File: src/rtl/control_pkg.sv
// Shared encodings for the multicycle control sequencer: state codes, opcode header
// classes and the memory sub-select.
package control_pkg;

  typedef enum logic [3:0] {
    ST_IF      = 4'd0,
    ST_RF      = 4'd1,
    ST_IMM3    = 4'd2,
    ST_ALU_R3  = 4'd3,
    ST_ALU_RI3 = 4'd4,
    ST_ALU4    = 4'd5,
    ST_BR3     = 4'd6,
    ST_MEM3    = 4'd7,
    ST_LD4     = 4'd8,
    ST_ST4     = 4'd9,
    ST_LD5     = 4'd10,
    ST_JMP3    = 4'd11,
    ST_HALT    = 4'd12
  } state_e;

  localparam logic [1:0] HDR_ALU_R    = 2'b00;
  localparam logic [1:0] HDR_ALU_RI   = 2'b01;
  localparam logic [2:0] HDR_BRANCH   = 3'b100;
  localparam logic [2:0] HDR_MEMREF   = 3'b101;
  localparam logic [2:0] HDR_JUMP     = 3'b110;
  localparam logic [2:0] HDR_LDI_HALT = 3'b111;

  localparam logic MEM_SEL_LD  = 1'b0;
  localparam logic MEM_SEL_STR = 1'b1;

  // States that hold the memory request while waiting for completion.
  function automatic logic is_mem_state(input state_e s);
    return (s == ST_IF) || (s == ST_LD4) || (s == ST_ST4);
  endfunction

endpackage

File: src/rtl/control_perf_counters.sv
// Free-running cycle counter and retired-instruction counter, both wrapping.
module control_perf_counters #(
  parameter int CNT_W = 16
) (
  input  logic             clk,
  input  logic             rst_n,
  input  logic             retire_i,
  output logic [CNT_W-1:0] cycle_count_o,
  output logic [CNT_W-1:0] retire_count_o
);

  logic [CNT_W-1:0] cycle_q, cycle_d;
  logic [CNT_W-1:0] retire_q, retire_d;

  // Next-count computation.
  always_comb begin
    cycle_d  = cycle_q + 1'b1;
    retire_d = retire_q;
    if (retire_i) begin
      retire_d = retire_q + 1'b1;
    end else begin
      retire_d = retire_q;
    end
  end

  // Counter registers.
  always_ff @(posedge clk or negedge rst_n) begin
    if (!rst_n) begin
      cycle_q  <= '0;
      retire_q <= '0;
    end else begin
      cycle_q  <= cycle_d;
      retire_q <= retire_d;
    end
  end

  assign cycle_count_o  = cycle_q;
  assign retire_count_o = retire_q;

endmodule

File: src/rtl/multicycle_control_fsm.sv
// Multicycle control sequencer: fetch, register fetch and class-specific execute,
// memory and writeback states, with memory wait, global stall, HALT and perf counters.
module multicycle_control_fsm
  import control_pkg::*;
#(
  parameter int OPCODE_W    = 6,
  parameter int CNT_W       = 16,
  parameter bit MEM_WAIT_EN = 1'b1
) (
  input  logic                clk,
  input  logic                rst_n,
  input  logic [OPCODE_W-1:0] opcode_i,
  input  logic                stall_i,
  input  logic                mem_ready_i,
  output logic [3:0]          state_o,
  output logic                mem_req_o,
  output logic                instr_done_o,
  output logic                halted_o,
  output logic [CNT_W-1:0]    cycle_count_o,
  output logic [CNT_W-1:0]    retire_count_o
);

  state_e     state_q, state_d;
  logic       instr_done_q, instr_done_d;
  logic       retire_s;
  logic       ready_s;
  logic [2:0] hdr_s;
  logic       mem_sel_s;

  assign hdr_s     = opcode_i[OPCODE_W-1 -: 3];
  assign mem_sel_s = opcode_i[OPCODE_W-4];
  assign ready_s   = MEM_WAIT_EN ? mem_ready_i : 1'b1;

  // Next-state decode and retirement detection.
  always_comb begin
    state_d      = state_q;
    instr_done_d = instr_done_q;
    retire_s     = 1'b0;
    if (stall_i) begin
      state_d      = state_q;
      instr_done_d = instr_done_q;
    end else begin
      instr_done_d = 1'b0;
      case (state_q)
        ST_IF: begin
          if (ready_s) state_d = ST_RF;
          else         state_d = ST_IF;
        end
        ST_RF: begin
          if (hdr_s[2:1] == HDR_ALU_R)       state_d = ST_ALU_R3;
          else if (hdr_s[2:1] == HDR_ALU_RI) state_d = ST_ALU_RI3;
          else if (hdr_s == HDR_BRANCH)      state_d = ST_BR3;
          else if (hdr_s == HDR_MEMREF)      state_d = ST_MEM3;
          else if (hdr_s == HDR_JUMP)        state_d = ST_JMP3;
          else if (&opcode_i)                state_d = ST_HALT;
          else                               state_d = ST_IMM3;
        end
        ST_ALU_R3, ST_ALU_RI3: state_d = ST_ALU4;
        ST_MEM3: begin
          if (mem_sel_s == MEM_SEL_LD) state_d = ST_LD4;
          else                         state_d = ST_ST4;
        end
        ST_LD4: begin
          if (ready_s) state_d = ST_LD5;
          else         state_d = ST_LD4;
        end
        ST_ST4: begin
          if (ready_s) begin
            state_d      = ST_IF;
            instr_done_d = 1'b1;
          end else begin
            state_d      = ST_ST4;
          end
        end
        ST_IMM3, ST_ALU4, ST_BR3, ST_LD5, ST_JMP3: begin
          state_d      = ST_IF;
          instr_done_d = 1'b1;
        end
        ST_HALT: state_d = ST_HALT;
        // Codes 13-15 recover to fetch without retiring anything.
        default: state_d = ST_IF;
      endcase
      retire_s = instr_done_d;
    end
  end

  // State and retirement-pulse registers.
  always_ff @(posedge clk or negedge rst_n) begin
    if (!rst_n) begin
      state_q      <= ST_IF;
      instr_done_q <= 1'b0;
    end else begin
      state_q      <= state_d;
      instr_done_q <= instr_done_d;
    end
  end

  assign state_o      = state_q;
  assign instr_done_o = instr_done_q;
  assign mem_req_o    = is_mem_state(state_q);
  assign halted_o     = (state_q == ST_HALT);

  control_perf_counters #(
    .CNT_W(CNT_W)
  ) u_perf (
    .clk           (clk),
    .rst_n         (rst_n),
    .retire_i      (retire_s),
    .cycle_count_o (cycle_count_o),
    .retire_count_o(retire_count_o)
  );

endmodule

File: config.mk
export PLATFORM = sky130hd
export DESIGN_NAME = multicycle_control_fsm
export DESIGN_NICKNAME = d
export VERILOG_FILES = /design/src/rtl/control_pkg.sv /design/src/rtl/control_perf_counters.sv /design/src/rtl/multicycle_control_fsm.sv
export SDC_FILE = /design/constraint.sdc
export NUM_CORES = 1
export LEC_CHECK = 0
export ABC_AREA = 1
export CAP_MARGIN = 10
export CORE_MARGIN = 10
export CORE_UTILIZATION = 36
export DETAILED_ROUTE_END_ITERATION = 8
export GPL_TIMING_DRIVEN = 0
export PLACE_DENSITY = 0.58
export RECOVER_POWER = 25
export SLEW_MARGIN = 20
export SYNTH_ARGS = -nofsm -noshare
export SYNTH_HDL_FRONTEND = slang
export SYNTH_SLANG_ARGS = --single-unit
export TNS_END_PERCENT = 50
File: constraint.sdc
create_clock -name clk -period 1.7 [get_ports clk]
set_input_delay 0.425 -clock clk [delete_from_list [all_inputs] [get_ports clk]]
set_output_delay 0.425 -clock clk [all_outputs]
set_load 0.01 [all_outputs]
======== Word level (Yosys, flattened, before mapping) ========
Cells that the tools add are included.
word-level totals
  register bits ........................... 37
  bits in latches ......................... 0
  RAM bits ................................ 0
  memory bits (read-only) ................. 0
  input port bits ......................... 10
  output and inout bits ................... 39
  word-level logic and storage cells ...... 43
  memories kept ........................... 0
operators by class
  $add $sub $neg .......................... 2
  multiply operators ...................... 0
  div/mod/pow operators ................... 0
  $lt $le $gt $ge ......................... 0
  equal/unequal tests ..................... 16
  shifts and indexed selects .............. 0
  muxes and demuxes ....................... 14
  bitwise operators ....................... 0
  reductions and logical operators ........ 7
operators with widths
  kind                                            number
  adder 16 x 1 -> 16 bit (second input constant)  2
  two-way mux 4 bit                               7
  one-hot mux 4 bit (7 select lines)              1
  == test 4 bit (second input constant)           5
  == test 4 x 3 -> 1 bit (second input constant)  4
  == test 3 bit (second input constant)           3
  == test 4 x 2 -> 1 bit (second input constant)  2
  AND reduction 6 bit                             1
  OR reduction 5 bit                              1
  == test 4 x 1 -> 1 bit (second input constant)  1
  logical NOT 4 bit                               1
  two-way mux 1 bit                               4
  == test 2 x 1 -> 1 bit (second input constant)  1
  logical NOT 2 bit                               1
  logical OR 1 bit                                2
  two-way mux 2 bit                               1
  one-hot mux 1 bit (2 select lines)              1
  OR reduction 2 bit                              1

======== Depth between registers and ports, before layout ========
  depth after elaboration ................. 8
  depth in mapped cells ................... 10
  gate-level depth less buffers ........... 9

======== By module ========
From an unflattened synthesis, not the netlist that was laid out.
second synthesis, totals
  cells, all modules ...................... 257
  area, all modules ....................... 2019.4 um^2
by module, submodules not included
  module                  times used  cells an instance  area an instance (um^2)  sequential area each (um^2)
  control_perf_counters   1           177                1566.5                   800.8
  multicycle_control_fsm  1           80                 452.9                    125.1

======== Worst setup path after synthesis ========
No wires, ideal clock.
  path type ............................... register -> register
  start point ............................. register u_perf.retire_q[0], in the netlist u_perf.retire_count_o[0]
  end point ............................... register u_perf.retire_q[14], in the netlist u_perf.retire_count_o[14]
  arrival ................................. 1.298 ns
  path slack .............................. 0.285 ns
  stages on the path, launching flop included .. 9
  buffers on the path ..................... 0
  clock period less this slack ............ 1.415 ns
  cell sequence ........................... dfrtp_1 -> ha_1 -> nand3_1 -> nor2_1 -> nand3_1 -> nand2_1 -> nand2_1 -> nand2_1 -> nand2_1
between the ends
  longest elaborated chain between the ends .. 1
ends and longest elaborated chain
  item                    line                         text
  from (decl)             control_perf_counters.sv:13  logic [CNT_W-1:0] retire_q, retire_d;
  from (signal assigned)  control_perf_counters.sv:33  retire_q <= retire_d;
  adder 16 x 1 -> 16 bit  control_perf_counters.sv:20  retire_d = retire_q + 1'b1;
Every way passes these cells.
A chain may end at the register's enable or synchronous reset.

======== Worst setup path in the final report ========
  start point ............................. register state_q[0], in the netlist state_o[0]
  end point ............................... output halted_o
between the ends
  longest elaborated chain between the ends .. 1
ends and longest elaborated chain
  item                    line                           text
  from (decl)             multicycle_control_fsm.sv:23   state_e state_q, state_d;
  from (signal assigned)  multicycle_control_fsm.sv:93   state_q <= state_d;
  == test 4 bit           multicycle_control_fsm.sv:101  assign halted_o = (state_q == ST_HALT);
  to (decl)               multicycle_control_fsm.sv:18   output logic halted_o,
Every way passes these cells.

==> metrics.yaml <==
routing:
  vias: 2070
  drt_drc_violations_left: 0
  first_iter_violations: 59
  dr.pass1.iters: 4
  routedWlPerCell_um: 11.8
  viasPerCell: 4.63
  wl_um: 5260
  postRouteAntennaNets: 0
synthesis:
  yosys.area.top_type_share_pct: 42.9
  syn_area_um2: 2160
  synth_nets: 311
  yosysUniqueCellTypes: 22
  synth_flop_cell: "dfrtp_1"
  yosys_register_bits: 37
  ys_seq_area_share_pct: 42.9
  synthCells: 299
  synth_common_cells: "127 x nand2_1, 37 x dfrtp_1, 33 x nor2_1"
  synthArstFlopShare_pct: 100
  synth_edf_count: 0
  synthMostInstantiatedCell: "nand2_1"
  ys_warn_count: 0
  syn_avg_cell_area_um2: 7.22
  synth.area.top_cells: "dfrtp_1 43%, nand2_1 22%, nor2_1 5.7%, inv_1 5.0%, nand3_1 4.9%"
  yosysTopAreaCell: "dfrtp_1"
timing:
  rsz0062_at_grt: "true"
  timing.final.crit_share_pct: 98.6
  finalHoldViolCount: 0
  fin_ws_ns: 0.0236
  worst_pin_slew_ns: 0.679
  holdWs_ns: 0.142
  setup_violations: 0
  fmax_ghz: 0.597
  drv_slew: 0
  fin_skew_ns: 0.00897
  slew_headroom_pct: 54.8
  layout_min_cycle_time_ns: 1.68
die:
  pin_count: 49
  dieWidth_um: 97.4
  coreArea_um2: 5890
  start_util_pct: 36.7
  num_rows: 28
  die_h_um: 97.4
  dieArea_um2: 9490
worst_setup_path:
  slowest_stage: "dfrtp_2"
  crit_required_ns: 1.27
  worstSetupPathType: "reg2out"
  cp-end-kind: "primary output"
  critPathMaxFanout: 4
  cp_cell_sequence: "buf_6 -> nor2_4 -> inv_2 -> nor2_4 -> buf_6"
  worstSetupStartpointType: "register"
  cp_data_arrival_time_ns: 1.25
  critPathMaxStageDelay_ns: 0.43
grt:
  grt.overflow.total: 0
  antenna_found_initial: 0
  grtUsageTotal_pct: 11.5
  grt_pass1_wl_um: 9380
  grt_pass1_vias: 2038
  grt_max_degree: 26
cells_and_area:
  syn_to_final_growth_pct: 38.3
  nNetsFinal: 383
  drive_gt1_share_pct: 15.6
  utilization_pct: 50.7
  stdcell_area_um2: 2990
  finalNonFillerCells: 447
  nFillCells: 619
  antenna_cells: 0
run_status:
  outcome: "completed"
cts:
  numCtsBuffers: 5
  clk_pin_slew_ns: 0.08
  cts.sinks: 37
  root_buffer: "clkbuf_8"
  cts_max_level: 2
  cts_tree: "yes"
  clk_path_buf_depth: 2
  insertion_delay_ns: 0.29
job:
  maxCapViolCount: 0
placed_design:
  place_congestion: 0.811
  placed_area_um2: 2750
  dp_hpwl_um: 3990
  pre_cts_ws_ns: -0.238
  dp_cells: 423
  port_buffers: 48
power:
  power_density_nw_per_um2: 1100
  ir_drop_uv: 561
  leakage_nw: 1.61
min_path:
  holdCritPathClass: "in2async"
state kept, by name, summed over array words and instances, names as in the netlist:
| name | count |
|---|---|
| state_o | 4 |
| u_perf.retire_count_o | 16 |
| u_perf.cycle_count_o | 16 |
| instr_done_o | 1 |
stage by stage:
step,setup TNS (ns),total power [mW]
floorplan,0,1.87
global placement,-28.23,2.35
detailed placement,-1.25,2.36
CTS,-0.0439,3.26
global route,-0.0431,3.54
finish,0,3.28
metal layers:
layer	GRT usage [%]	wire length (um)
met1	13.6	2420
met2	18.7	2470
met3	4.48	341
met4	3.24	32
met5	0	0
logic make-up after synthesis:
| logic type | after synthesis | share of synthesized area [%] |
|---|---|---|
| buf+inv | 33 | 6.78 |
| simple gates | 201 | 38.8 |
| xor+xnor | 19 | 7.71 |
| flops | 37 | 42.9 |
| compound gates | 7 | 2.67 |
| fa+ha+maj | 2 | 1.16 |
final cells by class:
| class | instances | area [um^2] | share of cell area [%] |
|---|---|---|---|
| Multi-Input combinational cell | 229 | 1110 | 37.0 |
| Sequential cell | 37 | 940 | 31.5 |
| Timing Repair Buffer | 65 | 584 | 19.6 |
| Inverter | 30 | 113 | 3.77 |
| Tap cell | 75 | 93.8 | 3.14 |
| Clock buffer | 5 | 68.8 | 2.31 |
| Clock inverter | 3 | 46.3 | 1.55 |
| Buffer | 3 | 33.8 | 1.13 |
where the power goes:
group	internal [mW]	switching, mW
registers	1.01	0.129
logic	0.637	0.733
clock network	0.439	0.327
total	2.09	1.19
final timing paths:
path | start | to | slack, ns | depth (start not counted)
worst max-delay path | state_o[0]$_DFFE_PN0N_ | halted_o | 0.02 | 5
worst min-delay path | rst_n | instr_done_o$_DFFE_PN0N_ | 0.14 | 1
worst max register to register | state_o[1]$_DFFE_PN0N_ | u_perf.retire_count_o[7]$_DFFE_PN0P_ | 0.21 | 8
max in group asynchronous | rst_n | u_perf.retire_count_o[11]$_DFFE_PN0P_ | 0.47 | 2
min in group clk | u_perf.cycle_count_o[0]$_DFF_PN0_ | u_perf.cycle_count_o[0]$_DFF_PN0_ | 0.47 | 1
worst min register to register | u_perf.cycle_count_o[0]$_DFF_PN0_ | u_perf.cycle_count_o[0]$_DFF_PN0_ | 0.47 | 1
cell usage in the layout (no fill, tap or decap), drive strengths merged, types with 3 or more instances in the layout:
cell and count:
dfrtp 37, nor3 3, clkbuf 8, dlygate4sd2 24
nand4 10, nand3 22, xnor2 12, xor2 7
inv 30, clkdlybuf4s50 14, buf 20, dlymetal6s2s 6
nand2 129, nor2 34, o21ai 6
worst max-delay path, delay by kind of cell, from the launching register on:
kind                   cells  cell delay (ns)
DFF                        1             0.43
buffers and inverters      3             0.30
and+or+nand+nor            2             0.25
timing repair:
item	in CTS	in global routing
setup buffers	11	5
resized for setup	45	14
hold buffers	0	0
pin swaps	0	2
endpoints found under the setup margin	30	9
hold endpoints to repair	0	0
No activity file was read; power rests on OpenSTA's default activity.
